File: config.mk
export PLATFORM = sky130hd
export DESIGN_NAME = axi4_lite_master_bridge_flat
export DESIGN_NICKNAME = d
export VERILOG_FILES = /design/src/rtl/axi4_lite_pkg.sv /design/src/rtl/axi4_lite_master_bridge_if.sv /design/src/rtl/axi4_lite_master_bridge.sv /design/src/flat_wrapper.sv
export SDC_FILE = /design/constraint.sdc
export NUM_CORES = 1
export LEC_CHECK = 0
export ABC_AREA = 1
export CORE_MARGIN = 3
export CORE_UTILIZATION = 43
export CTS_CLUSTER_SIZE = 28
export DETAILED_ROUTE_END_ITERATION = 12
export HOLD_SLACK_MARGIN = 0.06
export MAX_ROUTING_LAYER = met4
export PLACE_DENSITY = 0.95
export SLEW_MARGIN = 25
export SYNTH_ARGS = -nofsm -noshare
export SYNTH_HDL_FRONTEND = slang
export SYNTH_SLANG_ARGS = --single-unit
File: constraint.sdc
create_clock -name clk -period 11.8 [get_ports clk]
set_input_delay 2.36 -clock clk [delete_from_list [all_inputs] [get_ports clk]]
set_output_delay 2.36 -clock clk [all_outputs]
set_load 0.02 [all_outputs]
File: src/rtl/axi4_lite_pkg.sv
// rtl/axi4_lite_pkg.sv - AXI4-Lite response codes, bridge FSM states and LSTM register map
package axi4_lite_pkg;

    localparam logic [1:0] RESP_OKAY   = 2'b00;
    localparam logic [1:0] RESP_EXOKAY = 2'b01;
    localparam logic [1:0] RESP_SLVERR = 2'b10;
    localparam logic [1:0] RESP_DECERR = 2'b11;

    typedef enum logic [2:0] {
        ST_IDLE,
        ST_WR_REQ,
        ST_WR_RESP,
        ST_RD_REQ,
        ST_RD_RESP,
        ST_RSP
    } state_t;

    // LSTM register map shared by sequencers and benches
    localparam int unsigned ADDRESS_STEP = 4;
    localparam logic [31:0] WEIGHT_BASE  = 32'h0000_0000;
    localparam logic [31:0] BIAS_BASE    = 32'h0000_0100;
    localparam logic [31:0] C_IN_BASE    = 32'h0000_0200;
    localparam logic [31:0] H_IN_BASE    = 32'h0000_0300;
    localparam logic [31:0] X_IN_BASE    = 32'h0000_0400;
    localparam logic [31:0] Y_OUT_BASE   = 32'h0000_0500;
    localparam logic [31:0] C_OUT_BASE   = 32'h0000_0600;

    // Byte address of the index-th word inside a register region
    function automatic logic [31:0] reg_addr(input logic [31:0] base, input int unsigned index);
        return base + 32'(index * ADDRESS_STEP);
    endfunction

endpackage

File: src/rtl/axi4_lite_master_bridge_if.sv
// rtl/axi4_lite_master_bridge_if.sv - AXI4-Lite bus bundle with master/slave views
interface axi4_lite_master_bridge_if #(
    parameter int ADDR_WIDTH = 32,
    parameter int DATA_WIDTH = 32
);
    logic [ADDR_WIDTH-1:0]   awaddr;
    logic [2:0]              awprot;
    logic                    awvalid;
    logic                    awready;
    logic [DATA_WIDTH-1:0]   wdata;
    logic [DATA_WIDTH/8-1:0] wstrb;
    logic                    wvalid;
    logic                    wready;
    logic [1:0]              bresp;
    logic                    bvalid;
    logic                    bready;
    logic [ADDR_WIDTH-1:0]   araddr;
    logic [2:0]              arprot;
    logic                    arvalid;
    logic                    arready;
    logic [DATA_WIDTH-1:0]   rdata;
    logic [1:0]              rresp;
    logic                    rvalid;
    logic                    rready;

    modport master (
        output awaddr, awprot, awvalid, input awready,
        output wdata, wstrb, wvalid, input wready,
        input bresp, bvalid, output bready,
        output araddr, arprot, arvalid, input arready,
        input rdata, rresp, rvalid, output rready
    );

    modport slave (
        input awaddr, awprot, awvalid, output awready,
        input wdata, wstrb, wvalid, output wready,
        output bresp, bvalid, input bready,
        input araddr, arprot, arvalid, output arready,
        output rdata, rresp, rvalid, input rready
    );
endinterface

File: src/rtl/axi4_lite_master_bridge.sv
// rtl/axi4_lite_master_bridge.sv - single-outstanding command/response to AXI4-Lite master
module axi4_lite_master_bridge
    import axi4_lite_pkg::*;
#(
    parameter int         ADDR_WIDTH    = 32,
    parameter int         DATA_WIDTH    = 32,
    parameter logic [2:0] PROT          = 3'b000,
    parameter int         ERR_CNT_WIDTH = 8
) (
    input  logic                     clk,
    input  logic                     rst,
    input  logic                     cmd_valid,
    output logic                     cmd_ready,
    input  logic                     cmd_write,
    input  logic [ADDR_WIDTH-1:0]    cmd_addr,
    input  logic [DATA_WIDTH-1:0]    cmd_wdata,
    input  logic [DATA_WIDTH/8-1:0]  cmd_wstrb,
    output logic                     rsp_valid,
    input  logic                     rsp_ready,
    output logic                     rsp_write,
    output logic [DATA_WIDTH-1:0]    rsp_data,
    output logic [1:0]               rsp_resp,
    output logic                     busy,
    output logic [ERR_CNT_WIDTH-1:0] error_count,
    axi4_lite_master_bridge_if.master m_axi
);

    state_t                     state_q, state_d;
    logic                       cmd_ready_q, cmd_ready_d;
    logic [ADDR_WIDTH-1:0]      addr_q, addr_d;
    logic [DATA_WIDTH-1:0]      wdata_q, wdata_d;
    logic [DATA_WIDTH/8-1:0]    wstrb_q, wstrb_d;
    logic                       awvalid_q, awvalid_d;
    logic                       wvalid_q, wvalid_d;
    logic                       aw_done_q, aw_done_d;
    logic                       w_done_q, w_done_d;
    logic                       bready_q, bready_d;
    logic                       arvalid_q, arvalid_d;
    logic                       rready_q, rready_d;
    logic                       rsp_valid_q, rsp_valid_d;
    logic                       rsp_write_q, rsp_write_d;
    logic [DATA_WIDTH-1:0]      rsp_data_q, rsp_data_d;
    logic [1:0]                 rsp_resp_q, rsp_resp_d;
    logic [ERR_CNT_WIDTH-1:0]   err_q, err_d;

    logic aw_hs, w_hs, aw_fin, w_fin;

    // Next-state logic: FSM transitions, per-channel done tracking and response capture
    always_comb begin
        state_d     = state_q;
        cmd_ready_d = cmd_ready_q;
        addr_d      = addr_q;
        wdata_d     = wdata_q;
        wstrb_d     = wstrb_q;
        awvalid_d   = awvalid_q;
        wvalid_d    = wvalid_q;
        aw_done_d   = aw_done_q;
        w_done_d    = w_done_q;
        bready_d    = bready_q;
        arvalid_d   = arvalid_q;
        rready_d    = rready_q;
        rsp_valid_d = rsp_valid_q;
        rsp_write_d = rsp_write_q;
        rsp_data_d  = rsp_data_q;
        rsp_resp_d  = rsp_resp_q;
        err_d       = err_q;

        aw_hs  = awvalid_q && m_axi.awready;
        w_hs   = wvalid_q && m_axi.wready;
        aw_fin = aw_done_q || aw_hs;
        w_fin  = w_done_q || w_hs;

        case (state_q)
            ST_IDLE: begin
                cmd_ready_d = 1'b1;
                if (cmd_valid && cmd_ready_q) begin
                    cmd_ready_d = 1'b0;
                    addr_d      = cmd_addr;
                    wdata_d     = cmd_wdata;
                    wstrb_d     = cmd_wstrb;
                    if (cmd_write) begin
                        state_d   = ST_WR_REQ;
                        awvalid_d = 1'b1;
                        wvalid_d  = 1'b1;
                    end else begin
                        state_d   = ST_RD_REQ;
                        arvalid_d = 1'b1;
                    end
                end
            end
            ST_WR_REQ: begin
                // Each channel drops valid right after its own handshake
                if (aw_hs) awvalid_d = 1'b0;
                if (w_hs)  wvalid_d  = 1'b0;
                aw_done_d = aw_fin;
                w_done_d  = w_fin;
                if (aw_fin && w_fin) begin
                    state_d   = ST_WR_RESP;
                    bready_d  = 1'b1;
                    aw_done_d = 1'b0;
                    w_done_d  = 1'b0;
                end
            end
            ST_WR_RESP: begin
                if (bready_q && m_axi.bvalid) begin
                    state_d     = ST_RSP;
                    bready_d    = 1'b0;
                    rsp_valid_d = 1'b1;
                    rsp_write_d = 1'b1;
                    rsp_data_d  = '0;
                    rsp_resp_d  = m_axi.bresp;
                end
            end
            ST_RD_REQ: begin
                if (arvalid_q && m_axi.arready) begin
                    state_d   = ST_RD_RESP;
                    arvalid_d = 1'b0;
                    rready_d  = 1'b1;
                end
            end
            ST_RD_RESP: begin
                if (rready_q && m_axi.rvalid) begin
                    state_d     = ST_RSP;
                    rready_d    = 1'b0;
                    rsp_valid_d = 1'b1;
                    rsp_write_d = 1'b0;
                    rsp_data_d  = m_axi.rdata;
                    rsp_resp_d  = m_axi.rresp;
                end
            end
            ST_RSP: begin
                // cmd_ready only rises once back in IDLE, so no same-cycle reuse
                if (rsp_ready) begin
                    state_d     = ST_IDLE;
                    rsp_valid_d = 1'b0;
                    cmd_ready_d = 1'b1;
                end
            end
            default: begin
                state_d     = ST_IDLE;
                cmd_ready_d = 1'b0;
            end
        endcase

        // Count each non-OKAY response once, on the way into RSP
        if ((state_d == ST_RSP) && (state_q != ST_RSP) &&
            (rsp_resp_d != RESP_OKAY) && (err_q != '1)) begin
            err_d = err_q + 1'b1;
        end
    end

    // State and registered outputs; reset abandons any transaction in flight
    always_ff @(posedge clk or posedge rst) begin
        if (rst) begin
            state_q     <= ST_IDLE;
            cmd_ready_q <= 1'b0;
            addr_q      <= '0;
            wdata_q     <= '0;
            wstrb_q     <= '0;
            awvalid_q   <= 1'b0;
            wvalid_q    <= 1'b0;
            aw_done_q   <= 1'b0;
            w_done_q    <= 1'b0;
            bready_q    <= 1'b0;
            arvalid_q   <= 1'b0;
            rready_q    <= 1'b0;
            rsp_valid_q <= 1'b0;
            rsp_write_q <= 1'b0;
            rsp_data_q  <= '0;
            rsp_resp_q  <= '0;
            err_q       <= '0;
        end else begin
            state_q     <= state_d;
            cmd_ready_q <= cmd_ready_d;
            addr_q      <= addr_d;
            wdata_q     <= wdata_d;
            wstrb_q     <= wstrb_d;
            awvalid_q   <= awvalid_d;
            wvalid_q    <= wvalid_d;
            aw_done_q   <= aw_done_d;
            w_done_q    <= w_done_d;
            bready_q    <= bready_d;
            arvalid_q   <= arvalid_d;
            rready_q    <= rready_d;
            rsp_valid_q <= rsp_valid_d;
            rsp_write_q <= rsp_write_d;
            rsp_data_q  <= rsp_data_d;
            rsp_resp_q  <= rsp_resp_d;
            err_q       <= err_d;
        end
    end

    assign cmd_ready     = cmd_ready_q;
    assign rsp_valid     = rsp_valid_q;
    assign rsp_write     = rsp_write_q;
    assign rsp_data      = rsp_data_q;
    assign rsp_resp      = rsp_resp_q;
    assign busy          = (state_q != ST_IDLE);
    assign error_count   = err_q;

    assign m_axi.awaddr  = addr_q;
    assign m_axi.awprot  = PROT;
    assign m_axi.awvalid = awvalid_q;
    assign m_axi.wdata   = wdata_q;
    assign m_axi.wstrb   = wstrb_q;
    assign m_axi.wvalid  = wvalid_q;
    assign m_axi.bready  = bready_q;
    assign m_axi.araddr  = addr_q;
    assign m_axi.arprot  = PROT;
    assign m_axi.arvalid = arvalid_q;
    assign m_axi.rready  = rready_q;

endmodule

File: src/flat_wrapper.sv
// flat-port wrapper written by rule: the top's interface ports become plain ports
module axi4_lite_master_bridge_flat import axi4_lite_pkg::*;
#(
    parameter int         ADDR_WIDTH    = 32,
    parameter int         DATA_WIDTH    = 32,
    parameter logic [2:0] PROT          = 3'b000,
    parameter int         ERR_CNT_WIDTH = 8
)
  (clk, rst, cmd_valid, cmd_ready, cmd_write, cmd_addr, cmd_wdata, cmd_wstrb, rsp_valid, rsp_ready, rsp_write, rsp_data, rsp_resp, busy, error_count, m_axi_awaddr, m_axi_awprot, m_axi_awvalid, m_axi_awready, m_axi_wdata, m_axi_wstrb, m_axi_wvalid, m_axi_wready, m_axi_bresp, m_axi_bvalid, m_axi_bready, m_axi_araddr, m_axi_arprot, m_axi_arvalid, m_axi_arready, m_axi_rdata, m_axi_rresp, m_axi_rvalid, m_axi_rready);
  axi4_lite_master_bridge_if #(.ADDR_WIDTH(ADDR_WIDTH), .DATA_WIDTH(DATA_WIDTH)) m_axi_i ();
  input  logic clk;
  input  logic rst;
  input  logic cmd_valid;
  output logic cmd_ready;
  input  logic cmd_write;
  input  logic [ADDR_WIDTH-1:0] cmd_addr;
  input  logic [DATA_WIDTH-1:0] cmd_wdata;
  input  logic [DATA_WIDTH/8-1:0] cmd_wstrb;
  output logic rsp_valid;
  input  logic rsp_ready;
  output logic rsp_write;
  output logic [DATA_WIDTH-1:0] rsp_data;
  output logic [1:0] rsp_resp;
  output logic busy;
  output logic [ERR_CNT_WIDTH-1:0] error_count;
  output wire logic [$bits(m_axi_i.awaddr)-1:0] m_axi_awaddr;
  output wire logic [$bits(m_axi_i.awprot)-1:0] m_axi_awprot;
  output wire logic [$bits(m_axi_i.awvalid)-1:0] m_axi_awvalid;
  input wire logic [$bits(m_axi_i.awready)-1:0] m_axi_awready;
  output wire logic [$bits(m_axi_i.wdata)-1:0] m_axi_wdata;
  output wire logic [$bits(m_axi_i.wstrb)-1:0] m_axi_wstrb;
  output wire logic [$bits(m_axi_i.wvalid)-1:0] m_axi_wvalid;
  input wire logic [$bits(m_axi_i.wready)-1:0] m_axi_wready;
  input wire logic [$bits(m_axi_i.bresp)-1:0] m_axi_bresp;
  input wire logic [$bits(m_axi_i.bvalid)-1:0] m_axi_bvalid;
  output wire logic [$bits(m_axi_i.bready)-1:0] m_axi_bready;
  output wire logic [$bits(m_axi_i.araddr)-1:0] m_axi_araddr;
  output wire logic [$bits(m_axi_i.arprot)-1:0] m_axi_arprot;
  output wire logic [$bits(m_axi_i.arvalid)-1:0] m_axi_arvalid;
  input wire logic [$bits(m_axi_i.arready)-1:0] m_axi_arready;
  input wire logic [$bits(m_axi_i.rdata)-1:0] m_axi_rdata;
  input wire logic [$bits(m_axi_i.rresp)-1:0] m_axi_rresp;
  input wire logic [$bits(m_axi_i.rvalid)-1:0] m_axi_rvalid;
  output wire logic [$bits(m_axi_i.rready)-1:0] m_axi_rready;
  assign m_axi_awaddr = m_axi_i.awaddr;
  assign m_axi_awprot = m_axi_i.awprot;
  assign m_axi_awvalid = m_axi_i.awvalid;
  assign m_axi_i.awready = m_axi_awready;
  assign m_axi_wdata = m_axi_i.wdata;
  assign m_axi_wstrb = m_axi_i.wstrb;
  assign m_axi_wvalid = m_axi_i.wvalid;
  assign m_axi_i.wready = m_axi_wready;
  assign m_axi_i.bresp = m_axi_bresp;
  assign m_axi_i.bvalid = m_axi_bvalid;
  assign m_axi_bready = m_axi_i.bready;
  assign m_axi_araddr = m_axi_i.araddr;
  assign m_axi_arprot = m_axi_i.arprot;
  assign m_axi_arvalid = m_axi_i.arvalid;
  assign m_axi_i.arready = m_axi_arready;
  assign m_axi_i.rdata = m_axi_rdata;
  assign m_axi_i.rresp = m_axi_rresp;
  assign m_axi_i.rvalid = m_axi_rvalid;
  assign m_axi_rready = m_axi_i.rready;
  axi4_lite_master_bridge #(.ADDR_WIDTH(ADDR_WIDTH), .DATA_WIDTH(DATA_WIDTH), .PROT(PROT), .ERR_CNT_WIDTH(ERR_CNT_WIDTH)) u_core (.clk(clk), .rst(rst), .cmd_valid(cmd_valid), .cmd_ready(cmd_ready), .cmd_write(cmd_write), .cmd_addr(cmd_addr), .cmd_wdata(cmd_wdata), .cmd_wstrb(cmd_wstrb), .rsp_valid(rsp_valid), .rsp_ready(rsp_ready), .rsp_write(rsp_write), .rsp_data(rsp_data), .rsp_resp(rsp_resp), .busy(busy), .error_count(error_count), .m_axi(m_axi_i));
endmodule
# == Yosys cells after proc, flatten, opt, wreduce, memory -nomap -nowiden ==
# Index checks and enable logic that the tools add are counted.
# op_classes
n_addsub,1
mul,0
div,0
order_cmp,0
n_eq_ne,18
n_shift,0
mux,40
bitwise,1
reduce_logical,31
# op_table
op,count
$mux 32,2
$pmux 32 s2,1
$mux 1,18
$mux 3,6
$pmux 3 s6,1
$reduce_and 4->1,4
$ne 2x1->1 const B,7
$pmux 1 s2,6
$reduce_bool 2->1,6
$logic_and 1x1->1,10
$eq 3x3->1 const B,3
$reduce_and 3->1,3
$add 8x1->8 const B,1
$ne 8x8->1 const B,1
$eq 3x2->1 const B,2
$mux 2,3
$ne 2x2->1 const B,3
$pmux 1 s3,2
$reduce_bool 3->1,2
$pmux 2 s2,1
$reduce_and 2->1,2
$reduce_or 4->1,1
$eq 3x1->1 const B,1
$logic_not 3->1,1
3 further kinds,4
# totals
register_bits,123
latch_bits,0
ram_bits,0
rom_bits,0
out_inout_bits,157
elab_cells,108
mem_count,0

# == Depth between registers and ports, before layout ==
# logic_depth
word_depth,9
depth_mapped,10

# == Least setup slack after synthesis ==
# Ideal clock, no wire load.
# synth_timing
kind,in2reg
from,in m_axi_bvalid
to,reg u_core.err_q[6] (netlist: u_core.error_count[6])
setup_ns,0.066
arrival_ns,3.138
t_required_ns,11.734
path_slack_ns,8.596
path_stages,10
path_buffers,0
cell_sequence,nand2_1 > nand2_1 > nand2_1 > nand2_1 > nand2_1 > nor2_1 > nand2_4 > nand3_4 > nand2_1 > nand2_1
# synth_via
elab_chain_cells,7
word_cells_on_any_way,10
# synth_rtl
element,line,source
start: declaration,flat_wrapper.sv:35,input wire logic [$bits(m_axi_i.bvalid)-1:0] m_axi_bvalid;
$logic_and 1x1->1 (*),axi4_lite_master_bridge.sv:105,if (bready_q && m_axi.bvalid) begin
$mux 3,axi4_lite_master_bridge.sv:105,
$pmux 3 s6,axi4_lite_master_bridge.sv:73,case (state_q)
$eq 3x3->1,axi4_lite_master_bridge.sv:146,if ((state_d == ST_RSP) && (state_q != ST_RSP) &&
$logic_and 1x1->1,axi4_lite_master_bridge.sv:146,
$logic_and 1x1->1 (*),axi4_lite_master_bridge.sv:146,
$logic_and 1x1->1 (*),axi4_lite_master_bridge.sv:147,(rsp_resp_d != RESP_OKAY) && (err_q != '1)) begin
end signal: assignment,axi4_lite_master_bridge.sv:189,err_q <= err_d;
end: declaration,axi4_lite_master_bridge.sv:44,"logic [ERR_CNT_WIDTH-1:0] err_q, err_d;"
# Mark *: on every way between the ends. The rest lies on a longest branch, timed or not.
# A chain may end at the register's enable or synchronous reset.

# == Worst setup path after layout ==
# layout_timing
from,reg u_core.state_q[1]
to,out busy
# layout_via
elab_chain_cells,1
# layout_rtl
element,line,source
start: declaration,axi4_lite_master_bridge.sv:28,"state_t state_q, state_d;"
start signal: assignment,axi4_lite_master_bridge.sv:173,state_q <= state_d;
$reduce_bool 3->1,axi4_lite_master_bridge.sv:198,assign busy = (state_q != ST_IDLE);
end: declaration,flat_wrapper.sv:24,output logic busy;
# Every way passes these cells.

==> reports/summary.txt <==
1st-pass router iterations: 5
Routed Antenna Nets: 0
Fmax: 240 MHz
Pre-CTS WS: 7.30 ns
Switching power: 0.922 mW
Tmin final: 4.16 ns
Max Cap Viol: 0
Global route overflow: 0
Clock sinks: 123
# DRC: 0
DR iter-0 viols: 371
Top_reg_cell synth: dfrtp_1
Synth Register Bits: 123
Hold crit path type: register to register
Power Density: 283 mW/mm2
Area contributors post-synth: dfrtp_1, nand2_1, buf_4
Largest net degree at the start of global routing: 72
Count of different cell masters after synthesis: 32
# rows: 39
Pins Over Slew Limit: 0
CTS max path bufs: 2
Yosys warnings: 0
Static leakage: 4.00 nW
CP Max Fanout: 4
Final WL: 15400 um
Top post-synthesis cells by count: nand2_1, dfrtp_1, buf_4, a22o_1, inv_1
Vias: 4680
Synthesized area: 0.00529 mm2
Worst skew pair latency: 0.40 ns
Top cell type's share of synthesized area: 58.2%
Starting density of the core: 45.1%
Seq pwr share: 30.6%
Area Growth Syn to Fin: 57.5%
Critical Path AT: 1.80 ns
Period utilisation layout: 35.2%
Pwr Total: 2.36 mW
Cell with the most instances after synthesis: nand2_1
Core area: 0.0117 mm2
Clock power share: 21.7%
CTS buffer count: 17
Slew margin rel.: 42.5%
Post-CTS Setup Bufs: 0
Ys async rst share: 100%
Seq/Total Area, Yosys: 58.2%
Post-Syn Instances: 574
Sw Share: 39.1%
Setup ws final: 7.64 ns
Routability cong.: 0.861
Setup CP Type: register to primary output
Skew final: 0.0121 ns
Area leader, netlist: dfrtp_1
Die Y-Extent: 117 um
Initial antenna violation count: 0
Die Span X: 117 um
Antenna cell count: 0
Clk root buf: clkbuf_16
CTS tree: done
Number of flops mapped to enable cells by yosys: 0
Status: complete, no violations
PostCTS Resize Cnt: 0
Max rail drop VDD: 0.000165 V
Hold buffer count at CTS: 0
Combinational power share: 47.7%
WL/cell: 16.1 um
Crit end category: primary output
Worst-margin pin slew: 0.863 ns
Int Power: 1.43 mW
Setup tns final: 0 ns
H-tree Lvls: 4
Count of input and output buffers: 264
Unrepaired setup endpoints after global routing: false
# nets final: 920
First-pass GRT wire length: 23400 um
Critical Path RT: 9.44 ns
I/O pin total: 271
Die area: 0.0137 mm2
Number of global-route vias before repair: 4605
Fill cell count: 856
Layout cell share with drive strength beyond 1: 6.01%
DR vias/cell: 4.89
Setup Viol. Count Final: 0
Startpoint types: register
Syn avg cell area: 9.21 um2
Clk slew on worst S/H paths: 0.06 ns
Gr usage total: 22.6%
Final hold vios: 0
DP HPWL: 11200 um
## cell usage in the layout (no fill, tap or decap), types with 2 or more instances in the layout
| cell | count |
|---|---|
| bufinv_16 | 2 |
| nor2_2 | 2 |
| nand2_2 | 2 |
| nand2_1 | 253 |
| a21oi_1 | 7 |
| a22o_1 | 32 |
| conb_1 | 6 |
| clkbuf_16 | 17 |
| buf_4 | 3 |
| xor2_1 | 3 |
| nand4_1 | 10 |
| nor2_4 | 2 |
| nor2_1 | 19 |
| clkbuf_8 | 5 |
| xnor2_1 | 2 |
| o21ai_0 | 6 |
| inv_1 | 21 |
| clkinv_2 | 3 |
| clkdlybuf4s50_1 | 264 |
| inv_2 | 6 |
| dfrtp_1 | 123 |
| nand3_1 | 12 |
| inv_4 | 2 |
| clkinvlp_4 | 2 |
## power by group through the flow
stage	combinational (mW)	sequential, mW	clock (mW)
after CTS	1.14	0.721	0.517
final	1.12	0.721	0.510
after global routing	1.21	0.744	0.537
after global placement	1.10	0.718	0
after detailed placement	1.13	0.723	0
after floorplan	0.467	0.900	0
## state kept, by name, summed over array words and instances (netlist names)
| register | flops |
|---|---|
| u_core.w_done_q | 1 |
| u_core.error_count | 8 |
| u_core.m_axi.arvalid | 1 |
| u_core.m_axi.wvalid | 1 |
| u_core.rsp_write | 1 |
| u_core.rsp_valid | 1 |
| u_core.rsp_resp | 2 |
| u_core.m_axi.rready | 1 |
| u_core.m_axi.bready | 1 |
| u_core.m_axi.awvalid | 1 |
| u_core.m_axi.wstrb | 4 |
| u_core.m_axi.araddr | 32 |
| u_core.aw_done_q | 1 |
| u_core.rsp_data | 32 |
| u_core.cmd_ready | 1 |
| u_core.m_axi.wdata | 32 |
| u_core.state_q | 3 |
## stage by stage
| stage | utilization (%) | hold slack [ns] | std cells | area, um2 |
|---|---|---|---|---|
| after floorplan | - | 0.460 | 579 | 5300 |
| after global placement | 66.0 | 0.453 | 929 | 7730 |
| after detailed placement | 66.1 | 0.457 | 929 | 7740 |
| after CTS | 71.1 | 0.470 | 958 | 8320 |
| after global routing | 71.1 | 0.482 | 958 | 8320 |
| final | 71.1 | 0.464 | 958 | 8320 |
## kinds of logic after synthesis
family | synth area share, %
simple gates | 23.4
flops | 58.2
buf+inv | 9.97
compound gates | 7.22
xor+xnor | 0.829
fa+ha+maj | 0.237
other cells | 0.0710
## worst paths after layout
check	startpoint	to	slack, ns	cells after the start
max in group asynchronous	rst	u_core.m_axi.araddr[29]$_DFFE_PP0P_	8.04	3
max	u_core.state_q[1]$_DFF_PP0_	busy	7.64	5
min	u_core.m_axi.wdata[17]$_DFFE_PP0P_	u_core.m_axi.wdata[17]$_DFFE_PP0P_	0.46	2
min reg2reg	u_core.m_axi.wdata[17]$_DFFE_PP0P_	u_core.m_axi.wdata[17]$_DFFE_PP0P_	0.46	2
max reg2reg	u_core.state_q[1]$_DFF_PP0_	u_core.cmd_ready$_DFFE_PP0P_	9.42	9
min in group asynchronous	rst	u_core.rsp_data[27]$_DFFE_PP0P_	2.42	2
## cell type report
| class | count | area [um2] | area share (%) |
|---|---|---|---|
| flip-flops and latches | 123 | 3080 | 37.0 |
| repair buffers | 267 | 2670 | 32.0 |
| multi-input cells | 367 | 1700 | 20.4 |
| clock buffers | 22 | 494 | 5.94 |
| well taps | 143 | 179 | 2.15 |
| inverters | 29 | 114 | 1.37 |
| clock inverters | 7 | 90.1 | 1.08 |
## critical path: stages (launching register included)
cell and delay (ns):
dfrtp_1 0.42, inv_2 0.09, nand2_1 0.07, nor2_2 0.18, inv_2 0.09, clkdlybuf4s50_1 0.54
## metal layers
metal | vias up | wire [um] | global-route usage, %
li1 | 2243 | - | -
met1 | 2223 | 6260 | 27.3
met2 | 193 | 8000 | 38.6
met3 | 21 | 874 | 3.75
met4 | 0 | 272 | 7.65
met5 | - | 0 | -
(Power assumes the default switching activity.)
